**config.mk**
```make
export PLATFORM = sky130hd
export DESIGN_NAME = subbytes_seq_flat
export DESIGN_NICKNAME = d
export VERILOG_FILES = /design/src/rtl/subbytes_seq_if.sv /design/src/rtl/subbytes_seq.sv /design/src/flat_wrapper.sv
export SDC_FILE = /design/constraint.sdc
export NUM_CORES = 1
export LEC_CHECK = 0
export CAP_MARGIN = 0
export CORE_MARGIN = 2
export CORE_UTILIZATION = 30
export DETAILED_ROUTE_END_ITERATION = 6
export PLACE_DENSITY_LB_ADDON = 0.25
export REMOVE_ABC_BUFFERS = 1
export SYNTH_ARGS = -nofsm -noshare
export SYNTH_HDL_FRONTEND = slang
export SYNTH_SLANG_ARGS = --single-unit
export TNS_END_PERCENT = 1
```
**constraint.sdc**
```tcl
create_clock -name clk -period 3.5 [get_ports clk]
set_clock_uncertainty 0.1 [all_clocks]
set_input_delay 0.875 -clock clk [delete_from_list [all_inputs] [get_ports clk]]
set_output_delay 0.875 -clock clk [all_outputs]
set_load 0.05 [all_outputs]
```
**src/rtl/subbytes_seq_if.sv**
```systemverilog
// Handshake bundle around the SubBytes sequencer: byte input stream,
// request/acknowledge link to the external S-box core, and byte output stream.
interface subbytes_seq_if;
    // Input byte stream (two shares when masked).
    logic       in_valid;
    logic       in_ready;
    logic [7:0] in_data;
    logic [7:0] in_mask;

    // Link to the external S-box core.
    logic       sbox_req;
    logic [7:0] sbox_data;
    logic [7:0] sbox_mask_in;
    logic [7:0] sbox_mask_out;
    logic       sbox_ack;
    logic [7:0] sbox_res;

    // Output byte stream (two shares when masked).
    logic       out_valid;
    logic       out_ready;
    logic [7:0] out_data;
    logic [7:0] out_mask;

    // Block in flight.
    logic       busy;

    // Sequencer side.
    modport master (
        input  in_valid, in_data, in_mask,
        input  sbox_ack, sbox_res,
        input  out_ready,
        output in_ready,
        output sbox_req, sbox_data, sbox_mask_in, sbox_mask_out,
        output out_valid, out_data, out_mask,
        output busy
    );

    // Environment side: producer, S-box core and consumer.
    modport slave (
        output in_valid, in_data, in_mask,
        output sbox_ack, sbox_res,
        output out_ready,
        input  in_ready,
        input  sbox_req, sbox_data, sbox_mask_in, sbox_mask_out,
        input  out_valid, out_data, out_mask,
        input  busy
    );
endinterface

```
**src/rtl/subbytes_seq.sv**
```systemverilog
// SubBytes sequencer: loads a block of NBYTES (optionally Boolean-masked)
// bytes, feeds them one at a time to an external S-box core with a fresh
// output mask from an 8-bit Galois LFSR, then streams the results out in
// input order. Data and mask shares are only ever moved, never combined,
// so the unmasked value of a slot is never formed inside this block.
// All interface outputs come straight from flops.
module subbytes_seq #(
    parameter int NBYTES = 16,
    parameter int MASKED = 1
) (
    input  logic           clk,
    input  logic           rst,
    subbytes_seq_if.master bus
);

    localparam int            IW       = (NBYTES > 2) ? $clog2(NBYTES) : 1;
    localparam logic [IW-1:0] LAST_IDX = IW'(NBYTES - 1);
    localparam bit            MASK_EN  = (MASKED != 0);

    typedef enum logic [1:0] {
        ST_LOAD  = 2'd0,
        ST_RUN   = 2'd1,
        ST_DRAIN = 2'd2
    } state_e;

    // One Galois step of the mask generator; a non-zero seed never reaches zero.
    function automatic logic [7:0] lfsr_step(input logic [7:0] l);
        return {1'b0, l[7:1]} ^ (l[0] ? 8'hB8 : 8'h00);
    endfunction

    // Control state.
    state_e        state_q, state_d;
    logic [IW-1:0] idx_q, idx_d;
    logic [7:0]    lfsr_q, lfsr_d;
    logic          gap_q, gap_d;

    // Registered outputs.
    logic          in_ready_q, in_ready_d;
    logic          busy_q, busy_d;
    logic          sbox_req_q, sbox_req_d;
    logic [7:0]    sbox_data_q, sbox_data_d;
    logic [7:0]    sbox_mask_in_q, sbox_mask_in_d;
    logic [7:0]    sbox_mask_out_q, sbox_mask_out_d;
    logic          out_valid_q, out_valid_d;
    logic [7:0]    out_data_q, out_data_d;
    logic [7:0]    out_mask_q, out_mask_d;

    // Slot storage: one data share and one mask share per byte. Not reset;
    // every path that presents a slot only does so after it was rewritten.
    logic [7:0]    slot_data_q [NBYTES];
    logic [7:0]    slot_mask_q [NBYTES];
    logic          slot_wr_s;
    logic [7:0]    slot_data_d;
    logic [7:0]    slot_mask_d;

    // Handshake qualifiers; a stray ack without an outstanding request is dropped.
    logic          load_acc_s;
    logic          ack_acc_s;
    logic          out_acc_s;

    // Accepted-transfer strobes for the three handshakes.
    always_comb begin
        load_acc_s = bus.in_valid && in_ready_q;
        ack_acc_s  = bus.sbox_ack && sbox_req_q;
        out_acc_s  = out_valid_q && bus.out_ready;
    end

    // Next-state, byte index, LFSR and slot-write decode for LOAD/RUN/DRAIN.
    always_comb begin
        state_d     = state_q;
        idx_d       = idx_q;
        lfsr_d      = lfsr_q;
        gap_d       = 1'b0;
        slot_wr_s   = 1'b0;
        slot_data_d = 8'h00;
        slot_mask_d = 8'h00;
        case (state_q)
            ST_LOAD: begin
                if (load_acc_s) begin
                    slot_wr_s   = 1'b1;
                    slot_data_d = bus.in_data;
                    slot_mask_d = MASK_EN ? bus.in_mask : 8'h00;
                    if (idx_q == LAST_IDX) begin
                        idx_d   = {IW{1'b0}};
                        state_d = ST_RUN;
                    end else begin
                        idx_d   = idx_q + IW'(1);
                    end
                end else begin
                    idx_d = idx_q;
                end
            end
            ST_RUN: begin
                if (ack_acc_s) begin
                    // Result comes back masked by the mask we handed out.
                    slot_wr_s   = 1'b1;
                    slot_data_d = bus.sbox_res;
                    slot_mask_d = sbox_mask_out_q;
                    lfsr_d      = MASK_EN ? lfsr_step(lfsr_q) : lfsr_q;
                    gap_d       = 1'b1;
                    if (idx_q == LAST_IDX) begin
                        idx_d   = {IW{1'b0}};
                        state_d = ST_DRAIN;
                    end else begin
                        idx_d   = idx_q + IW'(1);
                    end
                end else begin
                    gap_d = 1'b0;
                end
            end
            ST_DRAIN: begin
                if (out_acc_s) begin
                    if (idx_q == LAST_IDX) begin
                        idx_d   = {IW{1'b0}};
                        state_d = ST_LOAD;
                    end else begin
                        idx_d   = idx_q + IW'(1);
                    end
                end else begin
                    idx_d = idx_q;
                end
            end
            default: begin
                state_d = ST_LOAD;
                idx_d   = {IW{1'b0}};
            end
        endcase
    end

    // Output values for the coming cycle, derived from the next state so the
    // ports themselves are plain flops. Shares are zero whenever not presented.
    always_comb begin
        in_ready_d      = (state_d == ST_LOAD);
        busy_d          = (state_d != ST_LOAD);
        sbox_req_d      = (state_d == ST_RUN) && !gap_d;
        out_valid_d     = (state_d == ST_DRAIN);
        sbox_data_d     = 8'h00;
        sbox_mask_in_d  = 8'h00;
        sbox_mask_out_d = 8'h00;
        out_data_d      = 8'h00;
        out_mask_d      = 8'h00;
        if (sbox_req_d) begin
            sbox_data_d     = slot_data_q[idx_d];
            sbox_mask_in_d  = MASK_EN ? slot_mask_q[idx_d] : 8'h00;
            sbox_mask_out_d = MASK_EN ? lfsr_d : 8'h00;
        end else begin
            sbox_data_d     = 8'h00;
        end
        if (out_valid_d) begin
            out_data_d = slot_data_q[idx_d];
            out_mask_d = MASK_EN ? slot_mask_q[idx_d] : 8'h00;
        end else begin
            out_data_d = 8'h00;
        end
    end

    // Control and output registers; reset abandons any block in flight.
    always_ff @(posedge clk or posedge rst) begin
        if (rst) begin
            state_q         <= ST_LOAD;
            idx_q           <= {IW{1'b0}};
            lfsr_q          <= 8'h01;
            gap_q           <= 1'b0;
            in_ready_q      <= 1'b1;
            busy_q          <= 1'b0;
            sbox_req_q      <= 1'b0;
            sbox_data_q     <= 8'h00;
            sbox_mask_in_q  <= 8'h00;
            sbox_mask_out_q <= 8'h00;
            out_valid_q     <= 1'b0;
            out_data_q      <= 8'h00;
            out_mask_q      <= 8'h00;
        end else begin
            state_q         <= state_d;
            idx_q           <= idx_d;
            lfsr_q          <= lfsr_d;
            gap_q           <= gap_d;
            in_ready_q      <= in_ready_d;
            busy_q          <= busy_d;
            sbox_req_q      <= sbox_req_d;
            sbox_data_q     <= sbox_data_d;
            sbox_mask_in_q  <= sbox_mask_in_d;
            sbox_mask_out_q <= sbox_mask_out_d;
            out_valid_q     <= out_valid_d;
            out_data_q      <= out_data_d;
            out_mask_q      <= out_mask_d;
        end
    end

    // Slot write port, shared by input loading and S-box write-back.
    always_ff @(posedge clk) begin
        if (slot_wr_s) begin
            slot_data_q[idx_q] <= slot_data_d;
            slot_mask_q[idx_q] <= slot_mask_d;
        end
    end

    assign bus.in_ready      = in_ready_q;
    assign bus.busy          = busy_q;
    assign bus.sbox_req      = sbox_req_q;
    assign bus.sbox_data     = sbox_data_q;
    assign bus.sbox_mask_in  = sbox_mask_in_q;
    assign bus.sbox_mask_out = sbox_mask_out_q;
    assign bus.out_valid     = out_valid_q;
    assign bus.out_data      = out_data_q;
    assign bus.out_mask      = out_mask_q;

endmodule

```
**src/flat_wrapper.sv**
```systemverilog
// flat-port wrapper written by rule: the top's interface ports become plain ports
module subbytes_seq_flat 
#(
    parameter int NBYTES = 16,
    parameter int MASKED = 1
)
  (clk, rst, bus_in_valid, bus_in_data, bus_in_mask, bus_sbox_ack, bus_sbox_res, bus_out_ready, bus_in_ready, bus_sbox_req, bus_sbox_data, bus_sbox_mask_in, bus_sbox_mask_out, bus_out_valid, bus_out_data, bus_out_mask, bus_busy);
  subbytes_seq_if bus_i ();
  input  logic clk;
  input  logic rst;
  input wire logic [$bits(bus_i.in_valid)-1:0] bus_in_valid;
  input wire logic [$bits(bus_i.in_data)-1:0] bus_in_data;
  input wire logic [$bits(bus_i.in_mask)-1:0] bus_in_mask;
  input wire logic [$bits(bus_i.sbox_ack)-1:0] bus_sbox_ack;
  input wire logic [$bits(bus_i.sbox_res)-1:0] bus_sbox_res;
  input wire logic [$bits(bus_i.out_ready)-1:0] bus_out_ready;
  output wire logic [$bits(bus_i.in_ready)-1:0] bus_in_ready;
  output wire logic [$bits(bus_i.sbox_req)-1:0] bus_sbox_req;
  output wire logic [$bits(bus_i.sbox_data)-1:0] bus_sbox_data;
  output wire logic [$bits(bus_i.sbox_mask_in)-1:0] bus_sbox_mask_in;
  output wire logic [$bits(bus_i.sbox_mask_out)-1:0] bus_sbox_mask_out;
  output wire logic [$bits(bus_i.out_valid)-1:0] bus_out_valid;
  output wire logic [$bits(bus_i.out_data)-1:0] bus_out_data;
  output wire logic [$bits(bus_i.out_mask)-1:0] bus_out_mask;
  output wire logic [$bits(bus_i.busy)-1:0] bus_busy;
  assign bus_i.in_valid = bus_in_valid;
  assign bus_i.in_data = bus_in_data;
  assign bus_i.in_mask = bus_in_mask;
  assign bus_i.sbox_ack = bus_sbox_ack;
  assign bus_i.sbox_res = bus_sbox_res;
  assign bus_i.out_ready = bus_out_ready;
  assign bus_in_ready = bus_i.in_ready;
  assign bus_sbox_req = bus_i.sbox_req;
  assign bus_sbox_data = bus_i.sbox_data;
  assign bus_sbox_mask_in = bus_i.sbox_mask_in;
  assign bus_sbox_mask_out = bus_i.sbox_mask_out;
  assign bus_out_valid = bus_i.out_valid;
  assign bus_out_data = bus_i.out_data;
  assign bus_out_mask = bus_i.out_mask;
  assign bus_busy = bus_i.busy;
  subbytes_seq #(.NBYTES(NBYTES), .MASKED(MASKED)) u_core (.clk(clk), .rst(rst), .bus(bus_i));
endmodule
```
# ---- Yosys cells after proc, flatten, opt, wreduce, memory -nomap -nowiden
# Memories as Yosys holds them, arrays and structs flattened.
# Index checks and enable logic that the tools add are counted.
dict set report totals {
  register_bits 58
  latchBits 0
  ram_bits 256
  mem_bits_ro 0
  in_bits 29
  out_inout_bits 44
  wordCells 61
  mem_count 2
}
# memory words width rd rd_clocked_by_memory_dff write_ports line_no
set memory_table {}
lappend memory_table {u_core.slot_data_q 16 8 1 0 1 subbytes_seq.sv:50} ;# logic [7:0] slot_data_q [NBYTES];
lappend memory_table {u_core.slot_mask_q 16 8 1 0 1 subbytes_seq.sv:51} ;# logic [7:0] slot_mask_q [NBYTES];
dict set report classes {
  addsub 1
  multipliers 0
  div_mod_pow 0
  magnitude_cmp 0
  n_eq_ne 5
  n_shift 0
  mux 32
  n_bitwise 1
  reduce_logical 8
}
# operator count
set ops {}
lappend ops {{$mux W8} 12}
lappend ops {{$pmux W8 S2} 2}
lappend ops {{$mux W4} 4}
lappend ops {{$mux W2} 6}
lappend ops {{$pmux W4 S3} 1}
lappend ops {{$xor A7 B8 Y8} 1}
lappend ops {{$pmux W2 S3} 1}
lappend ops {{$mux W1} 5}
lappend ops {{$add A4 B1 Y4 const B} 1}
lappend ops {{$eq A2 B1 Y1 const B} 2}
lappend ops {{$eq A2 B2 Y1 const B} 2}
lappend ops {{$eq A4 B4 Y1 const B} 1}
lappend ops {{$logic_and A1 B1 Y1} 4}
lappend ops {{$logic_not A2 Y1} 2}
lappend ops {{$pmux W1 S2} 1}
lappend ops {{$reduce_bool A2 Y1} 1}
lappend ops {{$logic_not A1 Y1} 1}

# ---- Longest topological paths before layout
# Gate-level depths: netlist of run 1.
dict set report logic_depth {
  word_depth 7
  ltp_mapped 12
  depth_no_buf 10
}

# ---- Worst setup path after synthesis of run 1
# No wires, ideal clock.
dict set report synth_path {
  kind {input to register}
  start {input bus_sbox_ack}
  end {register u_core.out_data_q[0] (netlist: u_core.bus.out_data[0])}
  setup_ps 119
  arrival_ps 2912
  required_time_ps 3281
  setup_slack_ps 369
  stages 11
  n_path_buf 3
  path_cell_list {and4b_1 > clkbuf_1 > or4_1 > o31a_1 > buf_6 > buf_6 > and3_1 > a2111oi_2 > o21ai_1 > and4_1 > and2_1}
}
dict set report synth_between {
  elab_chain_len 5
  word_cells_on_any_way 8
}
# item line_no
set synth_rtl {}
lappend synth_rtl {{start: declaration} flat_wrapper.sv:14} ;# input wire logic [$bits(bus_i.sbox_ack)-1:0] bus_sbox_ack;
lappend synth_rtl {{$logic_and A1 B1 Y1 (*)} subbytes_seq.sv:64} ;# ack_acc_s = bus.sbox_ack && sbox_req_q;
lappend synth_rtl {{$mux W4 or $mux W2 (tied branches)} subbytes_seq.sv:94} ;# if (ack_acc_s) begin
lappend synth_rtl {{$pmux W4 S3 or $pmux W2 S3 (tied branches)} subbytes_seq.sv:77} ;# case (state_q)
lappend synth_rtl {{$mem_v2 Z16 W8 or $eq A2 B2 Y1 (tied branches)} -}
lappend synth_rtl {{$mux W8 (*)} subbytes_seq.sv:149} ;# if (out_valid_d) begin
lappend synth_rtl {{net u_core.out_data_d[0]} subbytes_seq.sv:45} ;# logic [7:0] out_data_q, out_data_d;
lappend synth_rtl {{end signal: assignment} subbytes_seq.sv:185} ;# out_data_q <= out_data_d;
lappend synth_rtl {{end: declaration} subbytes_seq.sv:45}
# The timed path passes the listed nets; every way through them passes the cells marked *.

# ---- Worst setup path in the final report of run 1
dict set report layout_path {
  start {input bus_sbox_ack}
  end {register u_core.out_data_q[2] (netlist: u_core.bus.out_data[2])}
}
# Same word-level chain as after synthesis.

==> results of run 1 <==
-- sequential cells by signal, indices dropped and copies added (netlist names) --
signal                    count
u_core.bus.sbox_req           1
u_core.bus.sbox_data          8
u_core.bus.busy               1
u_core.lfsr_q                 8
u_core.slot_mask_q          128
u_core.bus.in_ready           1
u_core.idx_q                  4
u_core.bus.sbox_mask_out      8
u_core.bus.out_valid          1
u_core.bus.out_mask           8
u_core.slot_data_q          128
u_core.bus.out_data           8
u_core.state_q                2
u_core.bus.sbox_mask_in       8
-- layout by cell type, fill, tap and decap left out, types with 3 or more instances in the layout --
master / n
sky130_fd_sc_hd__o21ai_1: 17
sky130_fd_sc_hd__and2_1: 52
sky130_fd_sc_hd__buf_12: 21
sky130_fd_sc_hd__a32oi_1: 14
sky130_fd_sc_hd__a31oi_1: 28
sky130_fd_sc_hd__nand2b_1: 3
sky130_fd_sc_hd__a21oi_1: 6
sky130_fd_sc_hd__nor3_1: 4
sky130_fd_sc_hd__xnor2_1: 3
sky130_fd_sc_hd__nand2_1: 66
sky130_fd_sc_hd__nor2b_1: 3
sky130_fd_sc_hd__a21boi_0: 28
sky130_fd_sc_hd__clkdlybuf4s50_1: 72
sky130_fd_sc_hd__and3_1: 60
sky130_fd_sc_hd__clkinv_2: 6
sky130_fd_sc_hd__clkbuf_1: 10
sky130_fd_sc_hd__dfrtp_1: 56
sky130_fd_sc_hd__o21ai_0: 36
sky130_fd_sc_hd__a221o_1: 3
sky130_fd_sc_hd__inv_1: 6
sky130_fd_sc_hd__nand3_1: 9
sky130_fd_sc_hd__nor3_2: 7
sky130_fd_sc_hd__edfxtp_1: 256
sky130_fd_sc_hd__clkbuf_16: 39
sky130_fd_sc_hd__nor2_2: 12
sky130_fd_sc_hd__mux2i_1: 16
sky130_fd_sc_hd__a211oi_1: 50
sky130_fd_sc_hd__inv_2: 4
sky130_fd_sc_hd__nor2_1: 5
sky130_fd_sc_hd__a2111oi_2: 13
sky130_fd_sc_hd__a22o_1: 16
sky130_fd_sc_hd__and4_1: 14
sky130_fd_sc_hd__ha_1: 4
sky130_fd_sc_hd__buf_4: 78
-- per-layer routing --
layer	track usage, %	up-vias	share of wire (%)
met2	28.85	198	49
met5	0	-	0
li1	-	3723	-
met1	22.60	4087	44
met4	5.172	0	2.7
met3	2.279	64	4.2
-- area by class of cell --
| cell class | instances | area (um2) |
|---|---|---|
| Fill cell | 3931 | 25910 |
| Clock inverter | 12 | 91.34 |
| Clock buffer | 51 | 1041 |
| Timing Repair Buffer | 171 | 1727 |
| Tap cell | 539 | 674.4 |
| Sequential cell | 314 | 9141 |
| Inverter | 11 | 43.79 |
| Multi-Input combinational cell | 496 | 3408 |
-- logic make-up (layout without fill, tap and decap cells) --
logic type	Yosys count	in the layout	synth area share, %
flops	314	314	71.40
fa+ha+maj	4	4	0.3909
xor+xnor	3	3	0.2053
mux	17	17	1.427
simple gates	244	244	10.72
buf+inv	75	245	2.658
compound gates	228	228	13.19
-- final timing paths --
path,start,to,slack (ps)
worst min-delay path,u_core.lfsr_q[2]$_DFF_PP0_,u_core.lfsr_q[1]$_DFF_PP0_,390
worst max register to register,u_core.state_q[0]$_DFF_PP0_,u_core.bus.out_data[2]$_DFF_PP0_,410
min in group asynchronous,rst,u_core.bus.out_mask[5]$_DFF_PP0_,670
worst min register to register,u_core.lfsr_q[2]$_DFF_PP0_,u_core.lfsr_q[1]$_DFF_PP0_,390
max in group asynchronous,rst,u_core.bus.in_ready$_DFF_PP1_,2250
worst max-delay path,bus_sbox_ack,u_core.bus.out_data[2]$_DFF_PP0_,170
-- stage by stage --
step           std cells  util (%)  setup slack [ps]  cell area, um2
2_1_floorplan        821         -             -2225           12510
3_3_place_gp        1531     35.67            -268.2           14990
3_5_place_dp        1531     35.67            -324.1           14990
4_1_cts             1594     38.36             204.7           16130
5_1_grt             1594     38.36             57.93           16130
6_report            1594     38.36             172.7           16130
-- power by group --
| group | internal [mW] | switching, mW | total [mW] |
|---|---|---|---|
| Sequential | 4.47 | 0.153 | 4.62 |
| Combinational | 2.43 | 3.63 | 6.06 |
| Clock | 2.15 | 1.45 | 3.60 |
| Total | 9.05 | 5.23 | 14.3 |
-- worst min-delay path, delay by kind of cell (launching register included) --
family	cells	cell delay (ps)
AND/OR/NAND/NOR	2	100
flip-flops	1	360
==> reports/summary.txt, run 1 <==
===============================================================================
Run status .......................................................    completed
Hold depth .......................................................            2
Post-CTS setup buffer count ......................................            0
Cell family contributing the most delay on the critical path ..... simple AND/OR/NAND/NOR gates
HP Class .........................................................   reg -> reg
Number of gates resized after CTS ................................            0
Initial cell density of the core .................................       30.45%
Cell taking the most area after synthesis ........................ sky130_fd_sc_hd__edfxtp_1
Root buf cell .................................................... sky130_fd_sc_hd__clkbuf_16
Count of unresolved DRC violations after routing .................            0
P&R area growth vs syn ...........................................       25.97%
Global routing usage summed across all routing layers ............       16.97%
Worst Path Arrival ...............................................      3620 ps
Drt first pass iters .............................................            5
Die area .........................................................  0.04434 mm2
Placed wire-length estimate ......................................     23.56 mm
Count of standard-cell rows ......................................           75
Wire length of the first global-routing pass .....................     55.41 mm
Max Buffers Root-to-Sink .........................................            3
Number of synthesized register bits ..............................          314
EDFF count, synth ................................................          256
Slowest cell on the critical path ................................ sky130_fd_sc_hd__or4_1
Category of the critical setup timing path .......................    in -> reg
Via total after detailed routing .................................         8072
Number of max-cap violations .....................................            0
IO buf count .....................................................           72
Top-count cell post-synth ........................................ sky130_fd_sc_hd__edfxtp_1
Width of the die .................................................     210.6 um
Power per Cell Area .............................................. 885.7 mW/mm2
CTS tree .........................................................        built
F_max ............................................................    300.5 MHz
Area of the core .................................................  0.04204 mm2
Cell variety after synth .........................................           56
Vert. Die Dim ....................................................     210.6 um
Final RePlAce weighted congestion ................................       0.8206
Peak VDD IR ......................................................    0.3948 mV
Peak fanout along the critical path ..............................           37
Most used flip-flop cell after synthesis ......................... sky130_fd_sc_hd__edfxtp_1
Setup TNS ........................................................         0 ps
Critical Path Start Type .........................................    input pin
Worst-path cell chain ............................................ clkdlybuf4s50_1, and4b_1, or4_1, o31a_2, buf_12, buf_4, and3_1, a2111oi_2, o21ai_1, and4_1, and2_1
Total I/O pin count ..............................................           73
Total number of cells along the worst setup path .................           11
Part of the cycle the worst path needs ...........................       95.07%
Actual slew at the worst max-slew pin ............................     621.4 ps
Leakage Power ....................................................     5.758 nW
Number of cells traversed by the worst register-to-register path .           10
Vias in the first global route ...................................         8404
Clk slew on worst S/H paths ......................................        60 ps
Post-DR vias/cell ................................................        5.064
Top post-synthesis cells by area ................................. sky130_fd_sc_hd__edfxtp_1 (60%), sky130_fd_sc_hd__dfrtp_1 (11%), sky130_fd_sc_hd__a211oi_1 (2.9%)
Proportion of netlist area held by the largest area contributor ..       60.05%
Hold-fix buffers at CTS ..........................................            0
Htree depth ......................................................            2
Clock buffers created by TritonCTS ...............................           37
Max Transition Viols Final .......................................            0
Async set or reset register ratio after synthesis ................       18.47%
Post-Syn Area per Cell ...........................................    14.47 um2
Worst-Skew Late Latency ..........................................       520 ps
Worst slew margin relative to its limit ..........................       58.57%
Total chip power .................................................     14.28 mW
Number of nets still failing antenna checks after routing ........            0
Initial antenna violation count ..................................            0
Count of final hold-check violations .............................            0
Period minus WS final ............................................      3327 ps
Number of antenna repair diodes ..................................            0
Proportion of layout cells with a drive suffix above 1 ...........       19.15%
Worst EP required ................................................      3790 ps
Final net count ..................................................         1064
Overall routed net length ........................................     37.06 mm
Worst hold slack .................................................     394.9 ps
DRC violation total after the first TritonRoute iteration ........          657
Gate Count Post-Synth ............................................          885
Netlist Area Pre-Place ...........................................  0.01280 mm2
Unrepaired setup endpoints after global routing ..................           no
Synthesis warning total ..........................................            0
Clock sink count .................................................          314
Largest net degree at the start of global routing ................           47
Top cell types by occurrence after synthesis ..................... sky130_fd_sc_hd__edfxtp_1 (256), sky130_fd_sc_hd__nand2_1 (66), sky130_fd_sc_hd__and3_1 (60)
Grt ovf ..........................................................            0
WL/cell ..........................................................     23.25 um
Setup-failing EPs final ..........................................            0
Element type at the critical path end ............................    flip-flop
CP peak stage delay ..............................................       510 ps
Part of the Yosys area used for sequential elements ..............       71.40%
Number of buffers and inverters on the critical path .............            3
===============================================================================
Power figures use the tool's default switching activity.
==> run 2: changes to the inputs <==
--- a/config.mk
+++ b/config.mk
@@ -14,4 +14,3 @@
 export SYNTH_ARGS = -nofsm -noshare
 export SYNTH_HDL_FRONTEND = slang
 export SYNTH_SLANG_ARGS = --single-unit
-export TNS_END_PERCENT = 1
==> results of run 2 <==
Final layout, timing and power as in run 1 (identical DEF).
